[src/rtl/gate_array_sequencer.sv]
// Self-test sequencer for an AND gate array: walks every input vector, holds each
// for a programmable settle time, samples the array and accumulates pass/fail results.
module gate_array_sequencer #(
  parameter int unsigned BLOCKS        = 4,
  parameter int unsigned WIDTH_IN      = 2,
  parameter int unsigned SETTLE_CYCLES = 2
) (
  input  logic                       Clk,
  input  logic                       Clear,
  input  logic                       Start,
  input  logic [BLOCKS-1:0]          Y_in,
  output logic [BLOCKS*WIDTH_IN-1:0] A_2D,
  output logic                       Busy,
  output logic                       Done,
  output logic                       Pass,
  output logic [WIDTH_IN:0]          Fail_Count,
  output logic [WIDTH_IN-1:0]        First_Fail_Vector,
  output logic [BLOCKS-1:0]          First_Fail_Mask
);

  typedef enum logic [1:0] {StIdle, StSettle, StSample, StDone} state_e;

  localparam logic [7:0]          SettleInit = 8'(SETTLE_CYCLES);
  localparam logic [WIDTH_IN-1:0] VecLast    = {WIDTH_IN{1'b1}};

  // Block b gets (v + b) mod 2^WIDTH_IN so neighbouring gates never see the same vector.
  function automatic logic [BLOCKS*WIDTH_IN-1:0] pattern(input logic [WIDTH_IN-1:0] v);
    logic [BLOCKS*WIDTH_IN-1:0] p;
    p = '0;
    for (int unsigned b = 0; b < BLOCKS; b++) begin
      p[b*WIDTH_IN +: WIDTH_IN] = v + WIDTH_IN'(b);
    end
    return p;
  endfunction

  state_e                      state_q, state_d;
  logic [WIDTH_IN-1:0]         vec_q, vec_d;
  logic [7:0]                  cnt_q, cnt_d;
  logic [BLOCKS*WIDTH_IN-1:0]  a_q, a_d;
  logic                        busy_q, busy_d;
  logic                        done_q, done_d;
  logic                        pass_q, pass_d;
  logic [WIDTH_IN:0]           fail_cnt_q, fail_cnt_d;
  logic [WIDTH_IN-1:0]         ff_vec_q, ff_vec_d;
  logic [BLOCKS-1:0]           ff_mask_q, ff_mask_d;
  logic [BLOCKS-1:0]           expect_y;
  logic [BLOCKS-1:0]           mask;

  // State and result registers; Clear wipes everything, including partial results.
  always_ff @(posedge Clk) begin
    if (Clear) begin
      state_q    <= StIdle;
      vec_q      <= '0;
      cnt_q      <= '0;
      a_q        <= '0;
      busy_q     <= 1'b0;
      done_q     <= 1'b0;
      pass_q     <= 1'b0;
      fail_cnt_q <= '0;
      ff_vec_q   <= '0;
      ff_mask_q  <= '0;
    end else begin
      state_q    <= state_d;
      vec_q      <= vec_d;
      cnt_q      <= cnt_d;
      a_q        <= a_d;
      busy_q     <= busy_d;
      done_q     <= done_d;
      pass_q     <= pass_d;
      fail_cnt_q <= fail_cnt_d;
      ff_vec_q   <= ff_vec_d;
      ff_mask_q  <= ff_mask_d;
    end
  end

  // Expected AND per gate from the held vector; x/z on Y_in never matches.
  always_comb begin
    expect_y = '0;
    mask     = '0;
    for (int unsigned b = 0; b < BLOCKS; b++) begin
      expect_y[b] = &a_q[b*WIDTH_IN +: WIDTH_IN];
      mask[b]     = (Y_in[b] === expect_y[b]) ? 1'b0 : 1'b1;
    end
  end

  // Next-state selection.
  always_comb begin
    state_d = state_q;
    unique case (state_q)
      StIdle, StDone: if (Start) state_d = StSettle;
      StSettle:       if (cnt_q == 8'd1) state_d = StSettle == StSettle ? StSample : StSample;
      StSample:       state_d = (vec_q == VecLast) ? StDone : StSettle;
      default:        state_d = StIdle;
    endcase
  end

  // Next values of the registered outputs, vector index and settle counter.
  always_comb begin
    vec_d      = vec_q;
    cnt_d      = cnt_q;
    a_d        = a_q;
    busy_d     = busy_q;
    done_d     = done_q;
    pass_d     = pass_q;
    fail_cnt_d = fail_cnt_q;
    ff_vec_d   = ff_vec_q;
    ff_mask_d  = ff_mask_q;
    unique case (state_q)
      StIdle, StDone: begin
        if (Start) begin
          vec_d      = '0;
          cnt_d      = SettleInit;
          a_d        = pattern('0);
          busy_d     = 1'b1;
          done_d     = 1'b0;
          pass_d     = 1'b0;
          fail_cnt_d = '0;
          ff_vec_d   = '0;
          ff_mask_d  = '0;
        end
      end
      StSettle: begin
        if (cnt_q != 8'd1) cnt_d = cnt_q - 8'd1;
      end
      StSample: begin
        if (mask != '0) begin
          fail_cnt_d = fail_cnt_q + 1'b1;
          if (fail_cnt_q == '0) begin
            ff_vec_d  = vec_q;
            ff_mask_d = mask;
          end
        end
        if (vec_q != VecLast) begin
          vec_d = vec_q + 1'b1;
          a_d   = pattern(vec_q + 1'b1);
          cnt_d = SettleInit;
        end else begin
          a_d    = '0;
          busy_d = 1'b0;
          done_d = 1'b1;
          pass_d = (fail_cnt_d == '0);
        end
      end
      default: ;
    endcase
  end

  assign A_2D              = a_q;
  assign Busy              = busy_q;
  assign Done              = done_q;
  assign Pass              = pass_q;
  assign Fail_Count        = fail_cnt_q;
  assign First_Fail_Vector = ff_vec_q;
  assign First_Fail_Mask   = ff_mask_q;

endmodule

[config.mk]
export PLATFORM = sky130hd
export DESIGN_NAME = gate_array_sequencer
export DESIGN_NICKNAME = d
export VERILOG_FILES = /design/src/rtl/gate_array_sequencer.sv
export SDC_FILE = /design/constraint.sdc
export NUM_CORES = 1
export LEC_CHECK = 0
export CAP_MARGIN = 20
export CORE_MARGIN = 3
export CORE_UTILIZATION = 65
export CTS_CLUSTER_SIZE = 10
export DETAILED_ROUTE_END_ITERATION = 16
export DONT_BUFFER_PORTS = 1
export PLACE_DENSITY = 0.86
export SLEW_MARGIN = 15
export SYNTH_ARGS = -nofsm -noshare
export SYNTH_HDL_FRONTEND = slang
export SYNTH_SLANG_ARGS = --single-unit
[constraint.sdc]
create_clock -name Clk -period 3.75 [get_ports Clk]
set_input_delay 0.5625 -clock Clk [delete_from_list [all_inputs] [get_ports Clk]]
set_output_delay 0.5625 -clock Clk [all_outputs]
set_load 0.01 [all_outputs]
# [Word level (Yosys, flattened, before mapping)]
# Index checks and enable logic that the tools add are counted.
[word_totals] register_bits=32 elab_cells=87
[classes] mux=37 n_reduce_logical=16 addsub=6 eq_ne=18
[ops] operator="two-way mux 8 bit" count=5
[ops] operator="one-hot mux 8 bit (3 select lines)" count=1
[ops] operator="!= test 2 bit (second input constant)" count=8
[ops] operator="one-hot mux 8 bit (2 select lines)" count=1
[ops] operator="two-way mux 2 bit" count=7
[ops] operator="two-way mux 4 bit" count=3
[ops] operator="AND reduction 2 bit" count=6
[ops] operator="two-way mux 1 bit" count=9
[ops] operator="two-way mux 3 bit" count=3
[ops] operator="AND reduction 3 bit" count=3
[ops] operator="equality test 8 x 1 -> 1 bit (second input constant)" count=1
[ops] operator="!= test 8 x 1 -> 1 bit (second input constant)" count=1
[ops] operator="one-hot mux 2 bit (2 select lines)" count=2
[ops] operator="one-hot mux 4 bit (2 select lines)" count=1
[ops] operator="subtractor 8 x 1 -> 8 bit (second input constant)" count=1
[ops] operator="equality test 2 bit (second input constant)" count=3
[ops] operator="zero test 3 bit" count=2
[ops] operator="one-hot mux 1 bit (2 select lines)" count=3
[ops] operator="one-hot mux 2 bit (3 select lines)" count=1
[ops] operator="one-hot mux 3 bit (2 select lines)" count=1
[ops] operator="adder 2 x 1 -> 2 bit (second input constant)" count=2
[ops] operator="adder 2 bit (second input constant)" count=2
[ops] operator="case equality test 1 bit" count=4
[ops] operator="AND reduction 4 bit" count=1
[ops] operator="other kinds (6)" count=6

# [Logic depth before layout (Yosys ltp)]
[logic_depth] depth_word=9 ltp_mapped=8 mapped_depth_nobuf=7

# [Least setup slack after synthesis]
# No wires, ideal clock.
[synth_path] kind="register to register" start="register state_q[0]" end="register cnt_q[4]" arrival_time_ps=1735 t_required_ps=3680 slack_ps=1945 setup_ps=70 path_buffers=0 stages_incl_launch_ff=8 period_less_slack_ps=1805 path_cell_list="dfxtp_1 > inv_1 > ha_1 > nor2b_4 > a21oi_4 > nand3_2 > or4_1 > a21oi_1"
[synth_via] elab_chain_cells=4
[synth_lines] element="from (decl)" line="36" rtl="state_e state_q, state_d;"
[synth_lines] element="from (signal assigned)" line="52" rtl="state_q <= StIdle;"
[synth_lines] element="from (signal assigned)" line="63" rtl="state_q <= state_d;"
[synth_lines] element="equality test 2 bit / zero test 2 bit (equally long branches)" line="108" rtl="unique case (state_q)"
[synth_lines] element="OR reduction 2 bit" line="108"
[synth_lines] element="!= test 2 bit (no source line)"
[synth_lines] element="AND reduction 3 bit (no source line)"
[synth_lines] element="to (signal assigned)" line="65" rtl="cnt_q <= cnt_d;"
[synth_lines] element="to (decl)" line="38" rtl="logic [7:0] cnt_q, cnt_d;"
# Several ways; a longest one is shown, not always the timed one.
# A chain may end at the register's enable or synchronous reset.

# [Worst setup path after layout]
[layout_path] start="register state_q[0]" end="register ff_vec_q[1] (netlist: First_Fail_Vector[1])"
[layout_via] elab_chain_cells=4
[layout_lines] element="equality test 2 bit / zero test 2 bit (equally long branches)" line="108"
[layout_lines] element="OR reduction 2 bit" line="108"
[layout_lines] element="!= test 2 bit (no source line) / nonzero test 2 bit (equally long branches)"
[layout_lines] element="AND reduction 4 bit (no source line)"
[layout_lines] element="to (signal assigned)" line="71" rtl="ff_vec_q <= ff_vec_d;"
[layout_lines] element="to (decl)" line="44" rtl="logic [WIDTH_IN-1:0] ff_vec_q, ff_vec_d;"
# Several ways; a longest one is shown, not always the timed one.

==> impl_metrics.toml <==
[global_route]
grtUsageMet1 = 0.2638
grtUsageMet2 = 0.3851
gr-total-overflow = 0
gr-usage-met3 = 0.08879
antenna_found_initial = 0
first_global_vias = 1287
grt-busiest-layer = "met2"
grt_pass1_wl_um = 5651
grt_max_degree = 23
track_usage = 0.2327

[worst_setup_path]
regToRegStartpoint = "state_q[0]"
critical_path_class = "reg2reg"
worstPathMaxFanout = 11
cp-end-kind = "register"
crit_family = "compound AO/OA/AOI/OAI gates"
cp_data_arrival_time_ns = 2.27
cp_common_cell = "inv_1"
cp_cell_sequence = "inv_1 > ha_1 > inv_1 > o21ai_1 > o22ai_2 > a32o_1"
cp-startpoint = "state_q[0]"
slowest_stage = "o21ai_1"
critical_path_buf_inv_count = 2
cp-start-kind = "register"
critPathRequiredTime_ns = 3.98
cpPeakStageDelay_ns = 0.49

[power_and_ir_drop]
power_per_cell_area_nw_per_um2 = 570.6
peakVddDrop_mv = 0.4416
leakage_nw = 0.6387

[synthesis]
synth_compound_area_frac = 0.2126
synth_xor_area_frac = 0.05534
synth_most_common_cell = "dfxtp_1"
synthDistinctLibCells = 48
synth.net_count = 197
seq_area_frac_synth = 0.3794
synthArstFlopShare = 0
synth_ff_type = "dfxtp_1"
syn_area_per_cell_um2 = 8.842
yosys.area.top_type = "dfxtp_1"
synth_top_family_by_area = "compound AO/OA/AOI/OAI gates"
synth_mux_area_frac = 0.01265
syn-instance-count = 179
synthTopCellsByCount = "dfxtp_1, nor2_1, a21oi_1"
synth_enable_flop_cells = 0
ys_seq_elements = 30
synth-adder-area-share = 0.08696
synth_top_area_frac = 0.3794
yosys.area_share.simple = 0.2055
synth_area_leaders = "dfxtp_1, ha_1, xor2_1"
ys.warnings.count = 0
synth_area_um2 = 1583

[timing]
fin_skew_ns = 0.005079
max_freq_mhz = 491.2
rsz0062_at_grt = "no"
fin_crit_ns = 2.036
slew_headroom = 0.6239
whs_ns = 0.2797
tightestPinTransition_ns = 0.5604
tns_ns = 0
setup_viol = 0
period_share = 0.5429
slew_viol_final = 0
finalHoldViolCount = 0

[layout]
drive_above_1_share = 0.09444
fin_util = 0.7275
diodes = 0
area_growth_pct = 3.636
fin_cells = 208
final_area_um2 = 1640
num-fill-cells = 186
nets = 197

[route]
vias = 1312
ant_nets = 0
drt-initial-drc-count = 54
first_pass_iters = 4
totalWireLength_um = 3306
avgRoutedWirePerCell_um = 15.89
drcViolationCount = 0
via_per_inst = 6.308

[cts]
cts.clk_slew.worst_paths_ns = 0.10
cts_resized = 0
cts_made_buffers = 5
tritoncts = "yes"
cts_setup_buffers = 0
clk_path_buf_depth = 2
postCtsHoldBufs = 0
root_buffer = "clkbuf_4"
insertion_delay_ns = 0.34
cts.sink_count = 30
cts.htree.levels = 2

[die]
design.die.area_um2 = 3063
core_area_um2 = 2255
rows = 17
die_h_um = 55.35
die_w_um = 55.35
start_util = 0.7020
io_pins = 27

[flow_run]
maxCapViolCount = 0

[hold_path]
hold_start = "Clear"
hold_path_class = "in2reg"

[place]
dpl_cell_area_um2 = 1580
globalplace.congestion = 0.8230
io_buffers = 0
dpl.hpwl_um = 2344
place_inst = 200

[status]
outcome = "completed"
-- sequential cells by signal (all words and copies together), names as in the netlist --
name,count
Pass,1
A_2D,6
Done,1
Busy,1
First_Fail_Vector,2
Fail_Count,3
state_q,2
cnt_q,8
vec_q,2
First_Fail_Mask,4
-- stage by stage --
stage               power (mW)  setup slack (ns)
global placement        0.7179             1.857
floorplan               0.6785             1.945
global route            0.9992             1.594
finish                  0.9359             1.714
CTS                     0.9366             1.740
detailed placement      0.7342             1.762
-- metal layers --
metal  vias to the layer above  wire length, µm
met2                        51             1629
met5                         -                0
met4                         0               46
met1                       619             1334
met3                         5              295
li1                        637                -
-- cell families (layout without fill, tap and decap cells) --
| family | count (synthesis) | after routing |
|---|---|---|
| AO/OA/AOI/OAI | 47 | 47 |
| XOR/XNOR | 10 | 10 |
| adder cells (fa/ha/maj) | 11 | 11 |
| buffers and inverters | 17 | 18 |
| flip-flops | 30 | 30 |
| multiplexers | 2 | 2 |
| AND/OR/NAND/NOR | 62 | 62 |
-- area by class of cell --
type / instances / area, µm² / area share
Multi-Input combinational cell: 132 / 907.1 / 0.5530
Sequential cell: 30 / 600.6 / 0.3661
Tap cell: 28 / 35.03 / 0.02136
Clock buffer: 7 / 55.05 / 0.03356
Clock inverter: 1 / 5.005 / 0.003051
Inverter: 10 / 37.54 / 0.02288
-- final timing paths --
path | slack [ns] | endpoint | cells past startpoint
setup / recovery | 1.71 | First_Fail_Vector[1] | 6
hold / removal | 0.28 | vec_q[1] | 1
setup reg to reg | 1.71 | First_Fail_Vector[1] | 6
hold reg to reg | 0.50 | cnt_q[0] | 2
-- power by group --
| part | switching (mW) | internal, mW |
|---|---|---|
| registers | 0.0607 | 0.364 |
| clock network | 0.113 | 0.0907 |
| logic | 0.183 | 0.124 |
| total | 0.357 | 0.579 |
-- cells in the final DEF, fill, tap and decap left out, types with 3 or more instances in the layout --
| cell | count |
|---|---|
| nand3_1 | 6 |
| inv_1 | 10 |
| clkbuf_4 | 5 |
| o2bb2ai_1 | 4 |
| nand2_1 | 12 |
| a21oi_1 | 14 |
| o22ai_1 | 4 |
| nor2_1 | 20 |
| ha_1 | 11 |
| xor2_1 | 10 |
| nor3_1 | 8 |
| a22oi_1 | 3 |
| dfxtp_1 | 30 |
Power figures use the tool's default switching activity.
